<file path="src/rtl/ts_sync_lock.sv">
// MPEG-2 TS sync acquisition/tracking for one channel: HUNT -> VERIFY -> LOCK with flywheel.
// Optional transport_error_indicator pulse (tei_err) when TS_SYNC_TEI_EN is defined.
module ts_sync_lock #(
  parameter int         PKT_LEN   = 188,
  parameter logic [7:0] SYNC_BYTE = 8'h47,
  parameter int         LOCK_CNT  = 4,
  parameter int         LOSS_CNT  = 3
) (
  input  logic       clk,
  input  logic       rst,
  input  logic [7:0] byte_in,
  input  logic       byte_valid,
  output logic [7:0] byte_out,
  output logic       out_valid,
  output logic       sop,
  output logic       eop,
  output logic       locked,
`ifdef TS_SYNC_TEI_EN
  output logic       tei_err,
`endif
  output logic       sync_err
);

  typedef enum logic [1:0] {HUNT = 2'd0, VERIFY = 2'd1, LOCK = 2'd2} state_t;

  typedef struct packed {
    logic [7:0] data;
    logic       vld;
    logic       sop;
    logic       eop;
    logic       locked;
    logic       serr;
  } resp_t;

  localparam logic [7:0] POS_LAST = 8'(PKT_LEN - 1);
  localparam logic [3:0] LOCK_N   = 4'(LOCK_CNT);
  localparam logic [3:0] LOSS_N   = 4'(LOSS_CNT);

  state_t     state, state_nxt;
  logic [7:0] pos, pos_nxt, pos_inc;
  logic [3:0] hits, hits_nxt, miss, miss_nxt;
  logic       is_sync, at_sync, lock_hit, loss_hit;
  resp_t      resp, resp_nxt;

  assign is_sync  = (byte_in == SYNC_BYTE);
  assign at_sync  = (pos == 8'd0);
  assign pos_inc  = (pos == POS_LAST) ? 8'd0 : pos + 8'd1;
  assign lock_hit = (hits + 4'd1 == LOCK_N);
  assign loss_hit = (miss + 4'd1 == LOSS_N);

  always_ff @(posedge clk or negedge rst) begin
    if (!rst) begin
      state <= HUNT;
      pos   <= '0;
      hits  <= '0;
      miss  <= '0;
    end else begin
      state <= state_nxt;
      pos   <= pos_nxt;
      hits  <= hits_nxt;
      miss  <= miss_nxt;
    end
  end

  always_comb begin
    state_nxt = state;
    pos_nxt   = pos;
    hits_nxt  = hits;
    miss_nxt  = miss;
    if (byte_valid) begin
      case (state)
        HUNT: if (is_sync) begin
          state_nxt = VERIFY;
          pos_nxt   = 8'd1;
          hits_nxt  = 4'd1;
        end
        VERIFY: begin
          if (!at_sync) pos_nxt = pos_inc;
          else if (is_sync) begin
            hits_nxt = hits + 4'd1;
            pos_nxt  = 8'd1;
            if (lock_hit) begin
              state_nxt = LOCK;
              miss_nxt  = '0;
            end
          end else begin
            // the bad byte is consumed here, not re-tried as a new sync candidate
            state_nxt = HUNT;
            hits_nxt  = '0;
            pos_nxt   = '0;
          end
        end
        LOCK: begin
          if (!at_sync) pos_nxt = pos_inc;
          else if (is_sync) begin
            miss_nxt = '0;
            pos_nxt  = 8'd1;
          end else if (loss_hit) begin
            state_nxt = HUNT;
            pos_nxt   = '0;
            hits_nxt  = '0;
            miss_nxt  = '0;
          end else begin
            miss_nxt = miss + 4'd1;
            pos_nxt  = 8'd1;
          end
        end
        default: begin
          state_nxt = HUNT;
          pos_nxt   = '0;
          hits_nxt  = '0;
          miss_nxt  = '0;
        end
      endcase
    end
  end

  logic fwd, serr;

  always_comb begin
    fwd  = 1'b0;
    serr = 1'b0;
    if (byte_valid) begin
      if (state == LOCK) begin
        serr = at_sync && !is_sync;
        fwd  = !(serr && loss_hit);
      end else if (state == VERIFY) begin
        fwd = at_sync && is_sync && lock_hit;
      end
    end
    resp_nxt        = resp;
    resp_nxt.vld    = fwd;
    resp_nxt.sop    = fwd && at_sync;
    resp_nxt.eop    = fwd && (pos == POS_LAST);
    resp_nxt.locked = (state_nxt == LOCK);
    resp_nxt.serr   = serr;
    if (byte_valid) resp_nxt.data = byte_in;
  end

  always_ff @(posedge clk or negedge rst) begin
    if (!rst) resp <= '0;
    else      resp <= resp_nxt;
  end

  assign byte_out  = resp.data;
  assign out_valid = resp.vld;
  assign sop       = resp.sop;
  assign eop       = resp.eop;
  assign locked    = resp.locked;
  assign sync_err  = resp.serr;

`ifdef TS_SYNC_TEI_EN
  logic tei_lat;

  // pos 1 always follows the sop that cleared the latch, so latch wins on priority
  always_ff @(posedge clk or negedge rst) begin
    if (!rst) begin
      tei_lat <= 1'b0;
      tei_err <= 1'b0;
    end else begin
      if (byte_valid && state == LOCK && pos == 8'd1) tei_lat <= byte_in[7];
      else if (fwd && at_sync)                         tei_lat <= 1'b0;
      tei_err <= fwd && (pos == POS_LAST) && tei_lat;
    end
  end
`endif

endmodule

</file>
<file path="config.mk">
export PLATFORM = sky130hd
export DESIGN_NAME = ts_sync_lock
export DESIGN_NICKNAME = d
export VERILOG_FILES = /design/src/rtl/ts_sync_lock.sv
export SDC_FILE = /design/constraint.sdc
export NUM_CORES = 1
export LEC_CHECK = 0
export BUFFER_PORTS_ARGS = -buffer_cell sky130_fd_sc_hd__buf_2
export CORE_ASPECT_RATIO = 2
export CORE_MARGIN = 3
export CORE_UTILIZATION = 40
export CTS_CLUSTER_DIAMETER = 60
export DETAILED_ROUTE_END_ITERATION = 10
export HOLD_SLACK_MARGIN = 0.06
export PLACE_DENSITY_LB_ADDON = 0.15
export SYNTH_ARGS = -nofsm -noshare
export SYNTH_HDL_FRONTEND = slang
export SYNTH_SLANG_ARGS = --single-unit
export TNS_END_PERCENT = 100
</file>
<file path="constraint.sdc">
create_clock -name clk -period 1.9 [get_ports clk]
set_clock_uncertainty 0.1 [all_clocks]
set_input_delay 0.38 -clock clk [delete_from_list [all_inputs] [get_ports clk]]
set_output_delay 0.38 -clock clk [all_outputs]
set_load 0.1 [all_outputs]
</file>
==> metrics.yaml, run 1 <==
sta:
  fin_ws_ns: -0.1360
  relSlewSlack_pct: 53.39
  final.min_clock_period_ns: 2.036
  rsz0062_at_grt: "yes"
  slew_viol_final: 0
  whs_ns: 0.03444
  timing.final.crit_share_pct: 107.2
  fmax_mhz: 491.2
  hold_violations: 0
  setup-tns-final_ns: -0.6268
  setup_viol: 17
  max_slew.worst_pin.slew_ns: 0.6992
cts:
  cts_tree: "built"
  cts.sinks: 31
  numCtsBuffers: 5
  clkSlewWorstSetupHoldPaths_ns: 0.07
  cts_root_buffer: "clkbuf_8"
  clk_path_buf_depth: 2
  clock_latency_ns: 0.29
  cts_htree_levels: 2
layout:
  antennaDiodeCount: 0
  fin_area_mm2: 0.002655
  multi_input_comb_area_mm2: 0.001226
  drive_gt1_share_pct: 56.43
  layout.nets: 258
  final_cells: 295
  area_delta_synth_final_pct: 45.84
  fillers: 352
  fin_util_pct: 60.59
  regArea_um2: 779.5
flow_run:
  maxCapViolations: 0
synth:
  synth_nets: 188
  synthDominantCellAreaShare_pct: 42.61
  synth.yosys.warnings: 0
  synth_edf_count: 0
  synthCells: 171
  syn_avg_cell_area_um2: 10.65
  synth-async-reset-ratio_pct: 100.0
  synth_cell_type_count: 57
  yosys.area.top_type: "dfrtp_1"
  syn_area_mm2: 0.001820
  ys_ff_latch: 31
  synthTopCellsByArea: "dfrtp_1 (43%), mux2_2 (5.6%), ha_1 (4.1%)"
  ys_seq_area_share_pct: 42.61
  synth-main-ff-cell: "dfrtp_1"
global_route:
  grt_max_degree: 32
  grt_overflow_total: 0
  antenna_found_initial: 0
  grt_use_total_pct: 20.22
  grt_pass1_wl_um: 8107
  grt_pass1_vias: 1791
route:
  drtIter0Drc: 22
  vias_per_cell: 5.559
  drtAntennaViolNets: 0
  drtPass1Iterations: 4
  routed_wirelength_um: 4933
  wl_per_cell_um: 16.72
  vias: 1640
  drt_drc_violations_left: 0
floorplan:
  die_area_mm2: 0.005446
  core-area_mm2: 0.004382
  die_x_um: 53.71
  die_y_um: 101.4
  initial_utilization_pct: 41.55
  boundaryPins: 24
  rows: 34
worst_setup_path:
  reg2regPathDepth: 5
  crit_path_max_fanout: 4
  worstPathArrival_ns: 2.10
  start_kind: "flop"
  end_kind: "flop"
  critical_path_required_ns: 1.97
  critical_path_class: "flop to flop"
placement:
  hpwl_um: 3487
  postPlaceCellArea_mm2: 0.002268
  dpl_worst_slack_ns: -0.1507
  dp.cells: 279
  port_buffers: 23
  place_congestion: 0.8688
outcome:
  status: "finished with violations"
  violations: "setup timing"
power_and_ir_drop:
  power.total_mw: 2.356
  p_per_area_mw_per_mm2: 887.4
  peakVddDrop_uv: 831.4
  p_leak_nw: 1.200
min_path:
  hp-class: "primary input to asynchronous set/reset pin"
[report_power, final]
part           internal [mW]  total (mW)  switching [mW]
logic                  0.506        1.05           0.543
registers              0.724       0.782          0.0580
clock network          0.284       0.526           0.242
[worst max-delay path, cell delays in order, from the launching register on]
cell	delay [ns]
dfrtp_2	0.44
ha_2	0.20
or4b_4	0.49
o31ai_4	0.11
a41oi_2	0.24
mux2_4	0.34
[per-layer routing]
layer	GRT usage, %	share of wire, %	vias to the layer above
met5	0	0	-
met3	3.829	2.4	17
met1	19.26	33	818
met2	38.13	61	28
li1	-	-	777
met4	10.24	3.3	0
[state kept, by name, indices dropped and copies added (netlist names)]
register and count:
state 2, sync_err 1, hits 4, miss 4, byte_out 8, sop 1, eop 1, out_valid 1
locked 1, pos 8
[cell usage after synthesis (2+ instances only)]
library cell / instances
a21bo_2: 2
o31ai_2: 2
a221o_1: 2
buf_1: 3
nor2b_1: 6
nand4_1: 2
o21ai_0: 8
a21boi_1: 2
or3_1: 2
nand2_1: 6
ha_1: 6
dfrtp_1: 31
o21ai_1: 2
a22o_2: 2
and3_1: 2
or4b_1: 2
nand3_1: 9
and3b_1: 3
a21oi_1: 4
nor4b_4: 2
nand2_2: 2
inv_1: 7
a22o_1: 5
nor2_1: 11
nor3_1: 6
mux2_2: 9
nand2b_1: 3
[worst paths after layout]
check | end | slack, ns | startpoint
setup / recovery | hits[0]$_DFFE_PN0P_ | -0.14 | miss[1]$_DFFE_PN0P_
hold / removal | pos[2]$_DFFE_PN0P_ | 0.03 | rst
setup reg to reg | hits[0]$_DFFE_PN0P_ | -0.14 | miss[1]$_DFFE_PN0P_
hold reg to reg | byte_out[3]$_DFFE_PN0P_ | 0.40 | byte_out[3]$_DFFE_PN0P_
max in group asynchronous | miss[0]$_DFFE_PN0P_ | 1.17 | rst
min in group clk | byte_out[3]$_DFFE_PN0P_ | 0.25 | byte_in[3]
[logic make-up (layout without fill, tap and decap cells)]
group,count (synthesis),after routing,synth area share (%)
compound gates,41,41,18.15
xor+xnor,1,1,0.4812
fa+ha+maj,7,7,4.673
buf+inv,12,82,2.749
flops,31,31,42.61
mux,10,10,6.117
simple gates,69,69,25.22
[area by class of cell]
type,instances,share of cell area (%)
inverters,7,0.9896
clock inverters,1,0.1885
clock buffers,6,3.110
well taps,54,2.545
repair buffers,68,17.62
flip-flops and latches,31,29.36
multi-input cells,128,46.18
[cells in the final DEF (no fill, tap or decap), drive strengths merged, types with 3 or more instances in the layout]
cell,netlist,routed
mux2,9,9
buf,5,68
o21ai,10,10
nand2b,3,3
inv,7,7
nand3,10,10
nor2,12,12
a22o,7,7
and3b,3,3
and2,3,3
ha,6,6
clkbuf,0,6
dfrtp,31,31
nand2,8,8
a21boi,3,3
nor3,8,8
a21oi,4,4
nor2b,6,6
[repair_timing]
| item | 4_1_cts | 5_1_grt |
|---|---|---|
| setup endpoints to repair | 18 | 21 |
| gates resized for setup | 18 | 31 |
| hold buffers | 0 | 0 |
| pin swaps | 11 | 21 |
| buffers inserted | 3 | 7 |
Note: power is estimated with default switching activity, not from simulation.
==> inputs of run 2 (changes only) <==
- MAX_ROUTING_LAYER: unset -> met4
==> run 2 against run 1 <==
Against the previous run:
- the run still ends with setup timing left
- setup slack gained 0.00054 ns
- cell count is the same
- clock power is essentially flat
- first-iteration DRC count shrank 4.5%
- largest cell class unchanged
==> metrics.yaml, run 2 (synthesized netlist as in run 1, its figures left out) <==
sta:
  hold_violations: 0  # unchanged
  setup_viol: 16  # was 17
  fmax_mhz: 491.3  # was 491.2 MHz
  final.min_clock_period_ns: 2.035  # was 2.036 ns
  setup-tns-final_ns: -0.5940  # was -0.6268 ns
  relSlewSlack_pct: 52.28  # was 53.39%
  fin_ws_ns: -0.1355  # was -0.1360 ns
  rsz0062_at_grt: "yes"  # unchanged
  max_slew.worst_pin.slew_ns: 0.7158  # was 0.6992 ns
  slew_viol_final: 0  # unchanged
  timing.final.crit_share_pct: 107.1  # was 107.2%
route:
  drtIter0Drc: 21  # was 22
  drtAntennaViolNets: 0  # unchanged
  routed_wirelength_um: 4918  # was 4933 um
  vias: 1641  # was 1,640
  drtPass1Iterations: 4  # unchanged
  wl_per_cell_um: 16.67  # was 16.72 um
  drt_drc_violations_left: 0  # unchanged
  vias_per_cell: 5.563  # was 5.559
power_and_ir_drop:
  switching_share_pct: 35.74  # was 35.79%
  peakVddDrop_uv: 830.4  # was 831.4 uV
  intPower_mw: 1.513  # about the same
  seqPwrFrac_pct: 33.2  # about the same
  p_leak_nw: 1.200  # unchanged
  switchingPower_uw: 841.6  # was 843.1 uW
  p_clk_share_pct: 22.3  # about the same
  p_per_area_mw_per_mm2: 887.0  # was 887.4 mW/mm2
  power.total_mw: 2.355  # was 2.356 mW
  pwr-share-comb_pct: 44.6  # was 44.5%
cts:
  numCtsBuffers: 5  # unchanged
  cts_htree_levels: 2  # unchanged
  clkSlewWorstSetupHoldPaths_ns: 0.07  # about the same
  cts_root_buffer: "clkbuf_8"  # unchanged
  cts.sinks: 31  # unchanged
  clk_path_buf_depth: 2  # unchanged
  clock_latency_ns: 0.29  # about the same
  cts_tree: "built"  # unchanged
placement:
  hpwl_um: 3487  # unchanged
  dpl_worst_slack_ns: -0.1507  # unchanged
  port_buffers: 23  # unchanged
  place_congestion: 0.8830  # was 0.8688
worst_setup_path:
  reg2regPathDepth: 5  # unchanged
  end_kind: "flop"  # unchanged
  cp_slowest_stage_delay_ns: 0.49  # about the same
  crit_buf_inv: 0  # unchanged
  worstReg2RegStart: "miss[1]$_DFFE_PN0P_"  # unchanged
  cp_slowest_cell: "or4b_4"  # unchanged
  crit_path_max_fanout: 4  # unchanged
  start_kind: "flop"  # unchanged
  critical_path_required_ns: 1.97  # about the same
  worstPathArrival_ns: 2.10  # about the same
  reg2reg_to: "hits[0]$_DFFE_PN0P_"  # unchanged
  cp_top_family: "simple AND/OR/NAND/NOR gates"  # unchanged
  crit_chain: "ha_2 -> or4b_4 -> o31ai_4 -> a41oi_2 -> mux2_4"  # unchanged
  critical_path_class: "flop to flop"  # unchanged
  reg2reg_slack_ns: -0.14  # about the same
layout:
  fin_util_pct: 60.59  # unchanged
  final_common_cell: "buf_4"  # unchanged
  antennaDiodeCount: 0  # unchanged
  area_delta_synth_final_pct: 45.84  # unchanged
  layout.nets: 258  # unchanged
  drive_gt1_share_pct: 56.43  # unchanged
  mostFrequentLayoutCells: "buf_4 (41), dfrtp_1 (28), buf_2 (23)"  # unchanged
global_route:
  grt_max_degree: 32  # unchanged
  grt_pass1_wl_um: 8114  # was 8107 um
  grt_use_total_pct: 20.81  # was 20.22%
  antenna_found_initial: 0  # unchanged
  grt_overflow_total: 0  # unchanged
  grt_pass1_vias: 1790  # was 1,791
floorplan:
  die_x_um: 53.71  # unchanged
  die_area_mm2: 0.005446  # unchanged
  rows: 34  # unchanged
  core-area_mm2: 0.004382  # unchanged
  die_y_um: 101.4  # unchanged
  boundaryPins: 24  # unchanged
  initial_utilization_pct: 41.55  # unchanged
outcome:
  status: "finished with violations"  # unchanged
  violations: "setup timing"  # unchanged
min_path:
  hp-class: "primary input to asynchronous set/reset pin"  # unchanged
flow_run:
  maxCapViolations: 0  # unchanged
[run 2: cell counts in the layout (fill, tap and decap cells not counted)]
Identical to the previous run, type by type.
[run 2: repair_timing]
action | in CTS | in global routing
hold buffers | 0 | 0
setup buffers | 3 | 7
gates resized for setup | 18 | 31
endpoints found under the setup margin | 18 | 21
pin swaps | 11 | 21
[run 2: power groups by stage]
stage,Combinational [mW],Clock [mW],Sequential [mW]
global route,1.14,0.565,0.788
finish,1.05,0.525,0.781
CTS,0.884,0.541,0.768
floorplan,0.311,0,0.915
detailed placement,0.766,0,0.782
global placement,0.757,0,0.775
[run 2: layer usage]
layer / share of wire [%] / vias up / wire length, um / GRT usage [%]
met3: 2.6 / 17 / 126 / 3.829
met5: 0 / - / 0 / -
li1: - / 780 / - / -
met4: 3.3 / 0 / 163 / 10.24
met1: 33 / 812 / 1626 / 19.26
met2: 61 / 32 / 3002 / 38.13
[run 2: worst max-delay path by stage]
stage | from | endpoint | cells after the start
CTS | miss[1]$_DFFE_PN0P_ | hits[0]$_DFFE_PN0P_ | 5
detailed placement | hits[0]$_DFFE_PN0P_ | miss[2]$_DFFE_PN0P_ | 6
finish | miss[1]$_DFFE_PN0P_ | hits[0]$_DFFE_PN0P_ | 5
global placement | byte_in[5] | miss[2]$_DFFE_PN0P_ | 6
global route | hits[1]$_DFFE_PN0P_ | miss[2]$_DFFE_PN0P_ | 7
floorplan | miss[1]$_DFFE_PN0P_ | hits[0]$_DFFE_PN0P_ | 5
[run 2: area by class of cell]
type	instances	area [um2]
well taps	54	67.56
multi-input cells	128	1226
flip-flops and latches	31	779.5
repair buffers	68	467.9
fillers	352	1727
clock inverters	1	5.005
clock buffers	6	82.58
inverters	7	26.28
[run 2: stage by stage]
step	cell area [um2]	hold slack [ns]	cells
after detailed placement	2268	0.3759	279
after global routing	2655	0.08410	295
after global placement	2268	0.3607	279
final	2655	0.04214	295
after floorplan	1839	-0.01559	171
after CTS	2465	0.06987	289
